$ cat src/rtl/trace_capture.sv
// rtl/trace_capture.sv - triggered pin capture with a stream output FIFO
//
// Samples the pin input bus and tri-state enables, waits for a masked
// trigger match, then records num_samples samples into an output FIFO
// that is drained over a valid/ready stream.
//
// Optional build macro: TRACE_CAPTURE_TIMESTAMP_EN adds a 16-bit cycle
// timestamp in the top bits of every stream word.
//
// Ports:
//   clk, reset          clock; synchronous active-high reset
//   start, abort        one-cycle control pulses (abort wins)
//   sample_en           sample strobe; samples are taken only when 1
//   num_samples         capture length (0 behaves as 1), latched on start
//   trig_mask/value     trigger compare, latched on start
//   pin_data_i/tri_i    pin levels and tri-state enables
//   m_tdata/tvalid/tlast/tready  output sample stream
//   busy, done          status (ARMED/CAPTURE, DONE)
//   overflow            sticky: a sample was dropped on a full FIFO
module trace_capture #(
  parameter int PIN_W      = 20,
  parameter int FIFO_DEPTH = 16,
  parameter int CNT_W      = 16,
`ifdef TRACE_CAPTURE_TIMESTAMP_EN
  localparam int TDW       = 2*PIN_W + 16
`else
  localparam int TDW       = 2*PIN_W
`endif
) (
  input  logic             clk,
  input  logic             reset,
  input  logic             start,
  input  logic             abort,
  input  logic             sample_en,
  input  logic [CNT_W-1:0] num_samples,
  input  logic [PIN_W-1:0] trig_mask,
  input  logic [PIN_W-1:0] trig_value,
  input  logic [PIN_W-1:0] pin_data_i,
  input  logic [PIN_W-1:0] pin_tri_i,
  output logic [TDW-1:0]   m_tdata,
  output logic             m_tvalid,
  output logic             m_tlast,
  input  logic             m_tready,
  output logic             busy,
  output logic             done,
  output logic             overflow
);

  localparam int AW = $clog2(FIFO_DEPTH);
  localparam int PW = AW + 1;

  typedef enum logic [1:0] {S_IDLE, S_ARMED, S_CAPTURE, S_DONE} state_t;

  state_t state, state_nx;

  logic [PIN_W-1:0] pin_data_r, pin_tri_r;
  logic             en_r;
  logic [TDW-1:0]   cmp_sample;
  logic             cmp_match, cmp_en;

  logic [CNT_W-1:0] cnt, nsamp_r, nsamp_eff, cnt_plus;
  logic [PIN_W-1:0] mask_r, value_r;

  logic             start_acc;
  logic             push_due, push_last, push_ok, cnt_inc, pop;

  logic [TDW-1:0]   mem [FIFO_DEPTH];
  logic             last_mem [FIFO_DEPTH];
  logic [PW-1:0]    wr_ptr, rd_ptr, wr_prev, count;
  logic             full, empty;

  assign start_acc = start && !abort && (state == S_IDLE || state == S_DONE);

`ifdef TRACE_CAPTURE_TIMESTAMP_EN
  logic [15:0] ts, ts_r;

  always_ff @(posedge clk) begin
    if (reset || start_acc) ts <= '0;
    else                    ts <= ts + 16'd1;
  end

  always_ff @(posedge clk) begin
    if (reset) ts_r <= '0;
    else       ts_r <= ts;
  end
`endif

  // Input register followed by the compare register. The strobe travels
  // with its pins, and both stages are flushed on start so a capture only
  // ever sees samples taken after the start pulse.
  always_ff @(posedge clk) begin
    if (reset) begin
      pin_data_r <= '0;
      pin_tri_r  <= '0;
      en_r       <= 1'b0;
      cmp_sample <= '0;
      cmp_match  <= 1'b0;
      cmp_en     <= 1'b0;
    end else begin
      pin_data_r <= pin_data_i;
      pin_tri_r  <= pin_tri_i;
      en_r       <= sample_en && !start_acc;
      cmp_en     <= en_r && !start_acc;
      cmp_match  <= ((pin_data_r ^ value_r) & mask_r) == '0;
`ifdef TRACE_CAPTURE_TIMESTAMP_EN
      cmp_sample <= {ts_r, pin_tri_r, pin_data_r};
`else
      cmp_sample <= {pin_tri_r, pin_data_r};
`endif
    end
  end

  assign nsamp_eff = (nsamp_r == '0) ? CNT_W'(1) : nsamp_r;
  assign cnt_plus  = cnt + CNT_W'(1);

  always_ff @(posedge clk) begin
    if (reset) state <= S_IDLE;
    else       state <= state_nx;
  end

  // The counter is zero when ARMED, so the triggering sample naturally
  // becomes sample 1 through the same compare used during CAPTURE.
  always_comb begin
    state_nx  = state;
    push_due  = 1'b0;
    push_last = 1'b0;
    cnt_inc   = 1'b0;
    if (abort) begin
      state_nx = S_IDLE;
    end else begin
      case (state)
        S_IDLE, S_DONE: begin
          if (start) state_nx = S_ARMED;
        end
        S_ARMED, S_CAPTURE: begin
          if (cmp_en && (state == S_CAPTURE || cmp_match)) begin
            push_due = 1'b1;
            cnt_inc  = 1'b1;
            state_nx = S_CAPTURE;
            if (cnt_plus == nsamp_eff) begin
              push_last = 1'b1;
              state_nx  = S_DONE;
            end
          end
        end
        default: state_nx = S_IDLE;
      endcase
    end
  end

  always_ff @(posedge clk) begin
    if (reset) begin
      cnt      <= '0;
      nsamp_r  <= '0;
      mask_r   <= '0;
      value_r  <= '0;
      overflow <= 1'b0;
    end else if (start_acc) begin
      cnt      <= '0;
      nsamp_r  <= num_samples;
      mask_r   <= trig_mask;
      value_r  <= trig_value;
      overflow <= 1'b0;
    end else begin
      if (cnt_inc) cnt <= cnt_plus;
      // Dropped samples still count so the capture length is fixed.
      if (push_due && !push_ok) overflow <= 1'b1;
    end
  end

  // Output FIFO. A pop in the same cycle frees a slot for a push on full.
  assign count   = wr_ptr - rd_ptr;
  assign full    = (count == PW'(FIFO_DEPTH));
  assign empty   = (count == '0);
  assign pop     = m_tvalid && m_tready;
  assign push_ok = push_due && (!full || pop);
  assign wr_prev = wr_ptr - PW'(1);

  always_ff @(posedge clk) begin
    if (reset || abort) begin
      wr_ptr <= '0;
      rd_ptr <= '0;
    end else begin
      if (pop)     rd_ptr <= rd_ptr + PW'(1);
      if (push_ok) wr_ptr <= wr_ptr + PW'(1);
    end
  end

  // When the final sample is dropped, the newest stored entry takes the
  // last flag so the stream still terminates. A drop implies a full FIFO
  // with no pop, so that entry is never the one currently presented.
  always_ff @(posedge clk) begin
    if (push_ok) begin
      mem[wr_ptr[AW-1:0]]      <= cmp_sample;
      last_mem[wr_ptr[AW-1:0]] <= push_last;
    end else if (push_due && push_last && !empty) begin
      last_mem[wr_prev[AW-1:0]] <= 1'b1;
    end
  end

  assign m_tvalid = !empty;
  assign m_tdata  = m_tvalid ? mem[rd_ptr[AW-1:0]] : '0;
  assign m_tlast  = m_tvalid && last_mem[rd_ptr[AW-1:0]];
  assign busy     = (state == S_ARMED) || (state == S_CAPTURE);
  assign done     = (state == S_DONE);

endmodule
$ cat config.mk
export PLATFORM = sky130hd
export DESIGN_NAME = trace_capture
export DESIGN_NICKNAME = d
export VERILOG_FILES = /design/src/rtl/trace_capture.sv
export SDC_FILE = /design/constraint.sdc
export NUM_CORES = 1
export LEC_CHECK = 0
export ABC_CLOCK_PERIOD_IN_PS = 5030
export BUFFER_PORTS_ARGS = -buffer_cell sky130_fd_sc_hd__buf_2
export CAP_MARGIN = 20
export CORE_MARGIN = 2
export CORE_UTILIZATION = 63
export CTS_BUF_LIST = sky130_fd_sc_hd__clkbuf_8
export CTS_CLUSTER_DIAMETER = 30
export CTS_CLUSTER_SIZE = 24
export DETAILED_ROUTE_END_ITERATION = 8
export PLACE_DENSITY = 0.81
export SYNTH_ARGS = -nofsm -noshare
export SYNTH_HDL_FRONTEND = slang
export SYNTH_SLANG_ARGS = --single-unit
$ cat constraint.sdc
create_clock -name clk -period 5.03 [get_ports clk]
set_input_delay 0.503 -clock clk [delete_from_list [all_inputs] [get_ports clk]]
set_output_delay 0.503 -clock clk [all_outputs]
set_load 0.01 [all_outputs]
==> results of run 1 <==
==> report_power, final <==
| part | leakage (uW) | switching, uW | internal (uW) |
|---|---|---|---|
| logic | 0.00357 | 128 | 136 |
| clock network | 0.00146 | 2790 | 3300 |
| registers | 0.00723 | 82.8 | 7400 |
==> layout make-up <==
cell class / count / area, um^2
flip-flops and latches: 828 / 23150
fillers: 2618 / 12650
multi-input cells: 815 / 8322
inverters: 14 / 52.55
clock buffers: 140 / 1927
well taps: 672 / 840.8
repair buffers: 275 / 2097
clock inverters: 102 / 924.6
==> per-stage QoR <==
step / instances / hold WS [ps] / area [um^2] / setup WS, ps
3_3_place_gp: 2505 / 395.9 / 33470 / 1376
5_1_grt: 2846 / 113.3 / 37320 / 528.2
3_5_place_dp: 2505 / 405.2 / 33470 / 1230
4_1_cts: 2845 / 101.6 / 37300 / 725.1
6_report: 2846 / 143.3 / 37320 / 764.2
2_1_floorplan: 1754 / 393.6 / 31780 / 753.4
==> worst max-delay path: stages, from the launching register on <==
cell,delay (ps)
dfxtp_1,440
inv_1,270
ha_1,190
nor2b_1,70
o21a_1,170
o21a_1,180
o21ai_0,480
a21oi_1,220
inv_1,90
buf_4,460
and2_1,230
buf_2,130
==> routing by layer <==
layer,track usage [%],wire (um)
met3,7.784,6674
met5,0,27
met2,47.14,36790
met1,37.56,27010
met4,8.538,1622
==> cell usage in the layout, fill, tap and decap left out, types with 16 or more instances in the layout <==
master         instances
inv_1                 27
nor2b_1               82
clkinv_1              17
and2_1                44
nand2_1              132
buf_4                 20
buf_2                145
edfxtp_1             656
nor2_4                17
inv_6                 16
mux4_2               205
nor2_1                57
xnor2_1               23
clkinvlp_4            17
xor2_1                38
clkbuf_8             140
a21oi_1               68
dlygate4sd3_1         98
dfxtp_1              168
==> timing repair <==
action | 4_1_cts | 5_1_grt
setup buffers | 0 | 0
endpoints found under the hold margin | 98 | 0
hold buffers | 98 | 0
==> cell families after synthesis <==
logic type	after synthesis	synth area share (%)
compound gates	117	2.256
buf+inv	111	1.390
flops	828	72.82
mux	209	14.67
simple gates	415	6.666
fa+ha+maj	13	0.5119
xor+xnor	61	1.681
==> flip-flops by register name (all words and copies together) (netlist names), 20 cells and up, named ones only <==
name / count
cmp_sample: 40
mask_r: 20
pin_tri_r: 20
mem: 640
pin_data_r: 20
value_r: 20
==> how the worst min path moves through the flow <==
| stage | startpoint | to | slack [ps] |
|---|---|---|---|
| 2_1_floorplan | en_r | cmp_en | 390 |
| 3_3_place_gp | en_r | cmp_en | 400 |
| 3_5_place_dp | en_r | cmp_en | 410 |
| 4_1_cts | m_tready | register | 100 |
| 5_1_grt | abort | nsamp_r[9] | 110 |
| 6_report | abort | nsamp_r[4] | 140 |
==> impl_metrics.py, run 1 <==
metrics = {
    "sta": {
        "setup_violations": 0,
        "clock-skew-final_ps": 39.75,
        "slew_headroom_pct": 28.99,
        "fmax_mhz": 234.4,
        "min_period_ps": 4266,
        "maxSlewViolCount": 0,
        "rsz0062_at_grt": "no",
        "hold_violations": 0,
        "fin_crit_sh_pct": 84.81,
        "worst_slew_pin_slew_ps": 1065,
        "finalSetupTns_ps": 0,
    },
    "critical_path": {
        "cp-end-kind": "output port",
        "r2r_cells": 10,
        "cp-start-kind": "register",
        "cp_data_arrival_time_ps": 3760,
        "critPathMaxFanout": 45,
        "crit_type": "reg -> out",
        "worstPathRequired_ps": 4530,
        "startpoint": "wr_ptr[0]",
        "r2r_end": "mem[11][39]",
        "worstReg2RegStart": "wr_ptr[0]",
        "endpoint": "m_tdata[24]",
        "rrSetupSlack_ps": 1160,
    },
    "synthesis": {
        "yosysMostFrequentCell": "edfxtp_1",
        "synth_cell_types": 60,
        "ys.warnings.count": 0,
        "synthesis.nets": 1869,
        "synth_edf_count": 656,
        "yosys.area.top_type_share_pct": 61.99,
        "ys_top_cells_by_count": "edfxtp_1 (656), mux4_2 (205), dfxtp_1 (172)",
        "synth.largest_area_cell": "edfxtp_1",
        "syn_area_um2": 31780,
        "ys_ff_latch": 828,
        "synth.area.top_cells": "edfxtp_1 (62%), mux4_2 (15%), dfxtp_1 (11%), nor2b_1 (1.6%), nand2_1 (1.6%)",
        "ys_async_sr_fraction_pct": 0,
        "netlist_instances": 1754,
        "ys.flop_type": "edfxtp_1",
        "postSynthAreaPerCell_um2": 18.12,
        "ys_seq_area_share_pct": 72.82,
    },
    "power_and_ir_drop": {
        "power_leakage_uw": 0.01226,
        "power_density_nw_per_um2": 370.9,
        "peakVddDrop_mv": 0.2109,
        "total_power_uw": 13840,
    },
    "clock_tree": {
        "cts_tree": "done",
        "cts-htree-levels": 4,
        "cts-resized-gates": 0,
        "cts_buffer_depth": 3,
        "path_clk_slew_ps": 70,
        "clk_latency_ps": 800,
        "cts_sinks": 828,
        "cts_made_buffers": 132,
        "clock-root-buffer": "clkbuf_8",
    },
    "worst_hold_path": {
        "whs_path_depth": 4,
        "hold_class": "in -> reg",
    },
    "detailed_routing": {
        "finalWirelength_mm": 72.12,
        "drc": 0,
        "dr.first_iter.drc_count": 1748,
        "drtAntennaViolNets": 0,
        "vias_per_cell": 6.128,
        "vias": 17440,
        "drt-pass1-iter-count": 5,
        "wire_per_inst_um": 25.34,
    },
    "final_layout": {
        "fin_util_pct": 74.69,
        "nets": 2181,
        "final_layout_size_suffix_gt1_share_pct": 28.79,
        "area_delta_synth_final_pct": 17.43,
        "num_antenna_cells": 0,
    },
    "global_route": {
        "grt_pass1_wl_mm": 109.2,
        "grt_pass1_vias": 18270,
        "grt_remaining_overflow": 0,
        "grt_usage_pct": 28.51,
        "grt_max_degree": 82,
        "antenna_found_initial": 3,
    },
    "run_status": {
        "status": "finished clean",
    },
    "die": {
        "die_x_um": 228.6,
        "die_h_um": 228.6,
        "io_pins": 147,
        "die-area_um2": 52250,
        "coreArea_um2": 49970,
        "initial_core_util_pct": 63.60,
        "rows": 82,
    },
    "placement": {
        "dp_hpwl_mm": 38.88,
        "gp_congestion": 0.8397,
        "port_buffers": 146,
    },
    "run": {
        "maxCapViolCount": 0,
    },
}
(Power assumes the default switching activity.)
==> run 2: changes to the inputs <==
--- a/config.mk
+++ b/config.mk
@@ -5,7 +5,7 @@
 export SDC_FILE = /design/constraint.sdc
 export NUM_CORES = 1
 export LEC_CHECK = 0
-export ABC_CLOCK_PERIOD_IN_PS = 5030
+export ABC_CLOCK_PERIOD_IN_PS = 4450
 export BUFFER_PORTS_ARGS = -buffer_cell sky130_fd_sc_hd__buf_2
 export CAP_MARGIN = 20
 export CORE_MARGIN = 2
==> constraint.sdc (replaced) <==
create_clock -name clk -period 4.45 [get_ports clk]
set_input_delay 0.445 -clock clk [delete_from_list [all_inputs] [get_ports clk]]
set_output_delay 0.445 -clock clk [all_outputs]
set_load 0.01 [all_outputs]
==> run 2 against run 1 <==
Net effect:
- sequential power increased by 13%
- largest power group unchanged
- clock-buffer cell count unchanged
- die area unchanged
- routed wire length increased by 3.7%
- global-route usage increased by 0.70 points
- clock power increased by 18%
- hold slack got worse by 45 ps
- non-clock buffer count increased by 8
- final area increased by 0.84%
- combinational power increased by 15%
==> impl_metrics.py, run 2 (synthesis results as in run 1) <==
metrics = {
    "run_status": {
        "status": "finished clean",
    },
    "sta": {
        "hold_violations": 0,
        "fin_crit_sh_pct": 94.48,
        "clock-skew-final_ps": 42.60,
        "slew_headroom_pct": 32.37,
        "setup_slack_ps": 245.5,
        "rsz0062_at_grt": "no",
        "finalSetupTns_ps": 0,
        "maxSlewViolCount": 0,
        "min_period_ps": 4205,
        "fmax_mhz": 237.8,
        "worst_slew_pin_slew_ps": 1014,
        "setup_violations": 0,
    },
    "critical_path": {
        "cp-end-kind": "output port",
        "critPathBufInv": 5,
        "cp_top_family": "buffers and inverters",
        "r2r_cells": 10,
        "crit_chain": "inv_1 -> ha_1 -> nor2b_1 -> o21a_1 -> o21a_1 -> o21ai_0 -> a21oi_2 -> clkinvlp_4 -> buf_4 -> buf_12 -> and2_1 -> buf_2",
        "r2r_end": "mem[7][37]",
        "worstPathRequired_ps": 4010,
        "crit_type": "reg -> out",
        "critPathMaxFanout": 27,
        "startpoint": "wr_ptr[0]",
        "cpMostUsedCell": "o21a_1",
        "cp_data_arrival_time_ps": 3760,
        "endpoint": "m_tdata[31]",
        "slowest_stage": "dfxtp_1",
        "cp-start-kind": "register",
        "worst-path-stages": 12,
        "cp_slowest_stage_delay_ps": 600,
        "rrSetupSlack_ps": 600,
        "worstReg2RegStart": "wr_ptr[0]",
    },
    "global_route": {
        "grt_use_met1_pct": 39.57,
        "grt_pass1_wl_mm": 111.1,
        "met2_usage_pct": 45.24,
        "grt_max_degree": 93,
        "top_usage_layer": "met2",
        "met3_usage_pct": 10.55,
        "antenna_found_initial": 5,
        "grt_usage_pct": 29.20,
        "grt_remaining_overflow": 0,
        "grt_pass1_vias": 18150,
    },
    "final_layout": {
        "largest_reg_flops": 640,
        "final_layout_size_suffix_gt1_share_pct": 29.49,
        "mostFrequentLayoutCells": "edfxtp_1 (656), mux4_2 (205), dfxtp_1 (168), buf_2 (145), clkbuf_8 (140)",
        "nets": 2189,
        "final_common_cell": "edfxtp_1",
        "area_delta_synth_final_pct": 18.43,
        "fin_util_pct": 75.32,
    },
    "clock_tree": {
        "cts_sinks": 828,
        "clock-root-buffer": "clkbuf_8",
        "clk_latency_ps": 810,
        "path_clk_slew_ps": 60,
        "cts-htree-levels": 4,
        "cts_tree": "done",
        "cts_buffer_depth": 3,
        "cts_made_buffers": 132,
    },
    "detailed_routing": {
        "wire_per_inst_um": 26.24,
        "dr.first_iter.drc_count": 2206,
        "drc": 0,
        "vias_per_cell": 6.196,
        "drtAntennaViolNets": 0,
        "vias": 17670,
        "finalWirelength_mm": 74.82,
        "drt-pass1-iter-count": 5,
    },
    "power_and_ir_drop": {
        "power_leakage_uw": 0.01238,
        "power_density_nw_per_um2": 424.9,
        "peakVddDrop_mv": 0.2853,
    },
    "die": {
        "coreArea_um2": 49970,
        "initial_core_util_pct": 63.60,
        "rows": 82,
        "die_x_um": 228.6,
        "die-area_um2": 52250,
        "die_h_um": 228.6,
        "io_pins": 147,
    },
    "placement": {
        "gp_congestion": 0.8398,
        "dp_hpwl_mm": 43.12,
        "place_ws_ps": 648.0,
        "port_buffers": 146,
    },
    "worst_hold_path": {
        "whs_path_depth": 4,
        "hold_class": "in -> reg",
    },
    "run": {
        "maxCapViolCount": 0,
    },
}
run 2: final cells by class:
| class | count | area [um^2] |
|---|---|---|
| Timing Repair Buffer | 283 | 2282 |
| Inverter | 14 | 56.30 |
| Fill cell | 2521 | 12330 |
| Multi-Input combinational cell | 815 | 8325 |
| Clock inverter | 97 | 1040 |
| Tap cell | 672 | 840.8 |
| Antenna cell | 3 | 7.507 |
| Sequential cell | 828 | 23150 |
| Clock buffer | 140 | 1927 |
run 2: worst min-delay path by stage:
| stage | from | slack, ps | endpoint |
|---|---|---|---|
| floorplan | en_r | 390 | cmp_en |
| global placement | en_r | 400 | cmp_en |
| detailed placement | en_r | 400 | cmp_en |
| CTS | m_tready | 50 | register |
| global route | abort | 90 | nsamp_r[13] |
| finish | m_tready | 100 | register |
run 2: worst min-delay path, cell delays in order:
cell and delay, ps:
buf_2 130, nand3_1 100, xnor2_1 120, nor2_1 50
run 2: per-layer routing:
metal,share of wire [%],vias to the layer above
met4,2.2,6
met1,38,8942
met5,0.051,-
met3,12,151
met2,48,1059
li1,-,7513
run 2: what timing repair did:
action	in CTS	in global routing
hold buffers	98	0
endpoints found under the hold margin	98	0
endpoints found under the setup margin	26	37
setup buffers	2	0
gates resized for setup	1	1
run 2: report_power, final:
group / switching (uW) / leakage, uW / internal (uW)
Sequential: 108 / 0.00723 / 8360
Combinational: 147 / 0.00363 / 155
Clock: 3240 / 0.00152 / 3980
Total: 3490 / 0.0124 / 12500
run 2: metrics by stage:
stage | instances | hold slack, ps | power, uW | area [um^2]
2_1_floorplan | 1754 | 393.6 | 8721 | 31780
3_3_place_gp | 2511 | 400.1 | 8830 | 33620
3_5_place_dp | 2511 | 399.2 | 8846 | 33620
4_1_cts | 2848 | 49.94 | 16030 | 37600
5_1_grt | 2850 | 92.86 | 16400 | 37630
6_report | 2852 | 98.51 | 15990 | 37630
==> run 3: changes to the inputs <==
--- a/config.mk
+++ b/config.mk
@@ -8,6 +8,7 @@
 export ABC_CLOCK_PERIOD_IN_PS = 4450
 export BUFFER_PORTS_ARGS = -buffer_cell sky130_fd_sc_hd__buf_2
 export CAP_MARGIN = 20
+export CORE_ASPECT_RATIO = 0.6
 export CORE_MARGIN = 2
 export CORE_UTILIZATION = 63
 export CTS_BUF_LIST = sky130_fd_sc_hd__clkbuf_8
==> run 3 against run 2 <==
Net effect:
- via count grew 0.81%
- highest routed layer is now met4
- final cell count shrank 2.8%
- final area shrank 2.1%
- clock power shrank 14%
- power shrank 6.4%
- setup slack lost 18 ps
- clock skew grew 13 ps
- maximum frequency shrank 0.42%
- critical path type unchanged
- first-iteration DRC count grew 20%
- largest cell class unchanged
- sequential cell count is the same
==> impl_metrics.py, run 3 (synthesis results as in run 1) <==
metrics = {
    "critical_path": {
        "r2r_end": "mem[14][30]",
        "cp-start-kind": "register",
        "cp_data_arrival_time_ps": 3780,
        "startpoint": "wr_ptr[0]",
        "worstPathRequired_ps": 4010,
        "crit_type": "reg -> out",
        "rrSetupSlack_ps": 650,
        "r2r_cells": 10,
        "worstReg2RegStart": "wr_ptr[0]",
        "cp-end-kind": "output port",
        "endpoint": "m_tdata[20]",
        "critPathMaxFanout": 30,
    },
    "final_layout": {
        "final_layout_size_suffix_gt1_share_pct": 27.97,
        "final_common_cell": "edfxtp_1",
        "largest_reg_flops": 640,
        "nets": 2150,
        "area_delta_synth_final_pct": 15.94,
        "mostFrequentLayoutCells": "edfxtp_1 (656), mux4_2 (205), dfxtp_1 (168), buf_2 (145), nand2_1 (132)",
        "nFillCells": 2608,
    },
    "clock_tree": {
        "cts-htree-levels": 3,
        "post-cts-setup-buffers": 0,
        "cts_buffer_depth": 3,
        "cts_sinks": 828,
        "cts_made_buffers": 99,
        "cts_tree": "done",
        "clk_latency_ps": 710,
        "clock-root-buffer": "clkbuf_8",
        "path_clk_slew_ps": 90,
    },
    "placement": {
        "port_buffers": 146,
        "dp_hpwl_mm": 45.63,
        "gp_congestion": 0.8668,
    },
    "global_route": {
        "grt_max_degree": 89,
        "grt_usage_pct": 30.14,
        "grt_remaining_overflow": 0,
        "grt_pass1_wl_mm": 113.9,
        "antenna_found_initial": 3,
        "grt_pass1_vias": 17770,
    },
    "power_and_ir_drop": {
        "power.share.sequential_pct": 56.5,
        "p_switching_uw": 3399,
        "p_sw_share_pct": 22.71,
        "clock_power_share_pct": 41.4,
        "combPwrFrac_pct": 2.1,
        "power_density_nw_per_um2": 406.3,
        "power_leakage_uw": 0.01200,
        "peakVddDrop_mv": 0.3527,
        "total_power_uw": 14970,
        "intPower_uw": 11570,
    },
    "die": {
        "rows": 63,
        "initial_core_util_pct": 64.09,
        "io_pins": 147,
        "die-area_um2": 52310,
        "die_h_um": 178.0,
        "die_x_um": 293.9,
        "coreArea_um2": 49580,
    },
    "detailed_routing": {
        "vias": 17820,
        "drtAntennaViolNets": 0,
        "dr.first_iter.drc_count": 2656,
        "drt-pass1-iter-count": 6,
        "finalWirelength_mm": 76.66,
        "drc": 0,
        "vias_per_cell": 6.429,
        "wire_per_inst_um": 27.66,
    },
    "sta": {
        "finalSetupTns_ps": 0,
        "maxSlewViolCount": 0,
        "min_period_ps": 4222,
        "fmax_mhz": 236.8,
        "fin_crit_sh_pct": 94.88,
        "setup_violations": 0,
        "rsz0062_at_grt": "no",
        "hold_violations": 0,
        "clock-skew-final_ps": 55.25,
        "slew_headroom_pct": 21.72,
        "worst_slew_pin_slew_ps": 1174,
    },
    "run": {
        "maxCapViolCount": 0,
    },
    "run_status": {
        "status": "finished clean",
    },
    "worst_hold_path": {
        "hold_class": "in -> reg",
    },
}
==> run 3: what timing repair did <==
item	CTS	global route
endpoints found under the hold margin	94	0
hold buffers	94	0
resized for setup	0	2
endpoints found under the setup margin	0	28
==> run 3: area by class of cell <==
| type | instances | area (um^2) | share of cell area [%] |
|---|---|---|---|
| well taps | 650 | 813.3 | 2.207 |
| diodes | 1 | 2.502 | 0.006792 |
| repair buffers | 277 | 2131 | 5.783 |
| inverters | 14 | 52.55 | 0.1426 |
| clock inverters | 87 | 1006 | 2.730 |
| flip-flops and latches | 828 | 23150 | 62.85 |
| multi-input cells | 815 | 8322 | 22.59 |
| clock buffers | 99 | 1363 | 3.698 |
==> run 3: worst min-delay path by stage <==
stage,start,to,slack (ps),cells after the start
after CTS,pin_data_i[11],pin_data_r[11],10,2
after detailed placement,en_r,cmp_en,410,2
after floorplan,en_r,cmp_en,390,2
final,pin_data_i[11],pin_data_r[11],40,2
after global placement,en_r,cmp_en,410,2
after global routing,pin_data_i[11],pin_data_r[11],20,2
==> run 3: critical path, stage by stage, from the launching register on <==
cell and delay, ps:
dfxtp_1 630, inv_1 280, ha_1 260, nor2b_1 210, o21a_1 150, o21a_1 130, or3_1 200, a21oi_1 150
inv_2 360, buf_6 370, and2_1 200, buf_2 130
==> run 3: stage by stage <==
step | instance area (um^2) | worst slack, ps | utilization, % | std cells | hold WS [ps]
after floorplan | 31780 | 173.4 | - | 1754 | 393.6
after global placement | 33530 | 796.9 | 67.62 | 2490 | 405.6
after detailed placement | 33530 | 742.3 | 67.62 | 2490 | 408.2
after CTS | 36840 | 131.4 | 74.30 | 2770 | 9.757
after global routing | 36840 | 54.08 | 74.31 | 2770 | 21.62
final | 36840 | 227.8 | 74.31 | 2771 | 43.53
==> run 3: per-layer routing <==
metal  share of wire (%)  global-route usage (%)  routed length (um)  vias to the layer above
met5                   0                       0                   0                        -
met1                  39                   44.12               30240                     9098
met3                  11                   6.217                8202                      170
li1                    -                       -                   -                     7423
met4                 3.2                   10.12                2452                        0
met2                  47                   46.33               35760                     1124
==> run 3: power groups by stage <==
stage                     registers, uW  clock network, uW  logic (uW)
final                              8460               6200         308
after floorplan                    8590                  0         136
after CTS                          8460               6260         293
after global routing               8470               6570         328
after detailed placement           8640                  0         227
after global placement             8630                  0         221
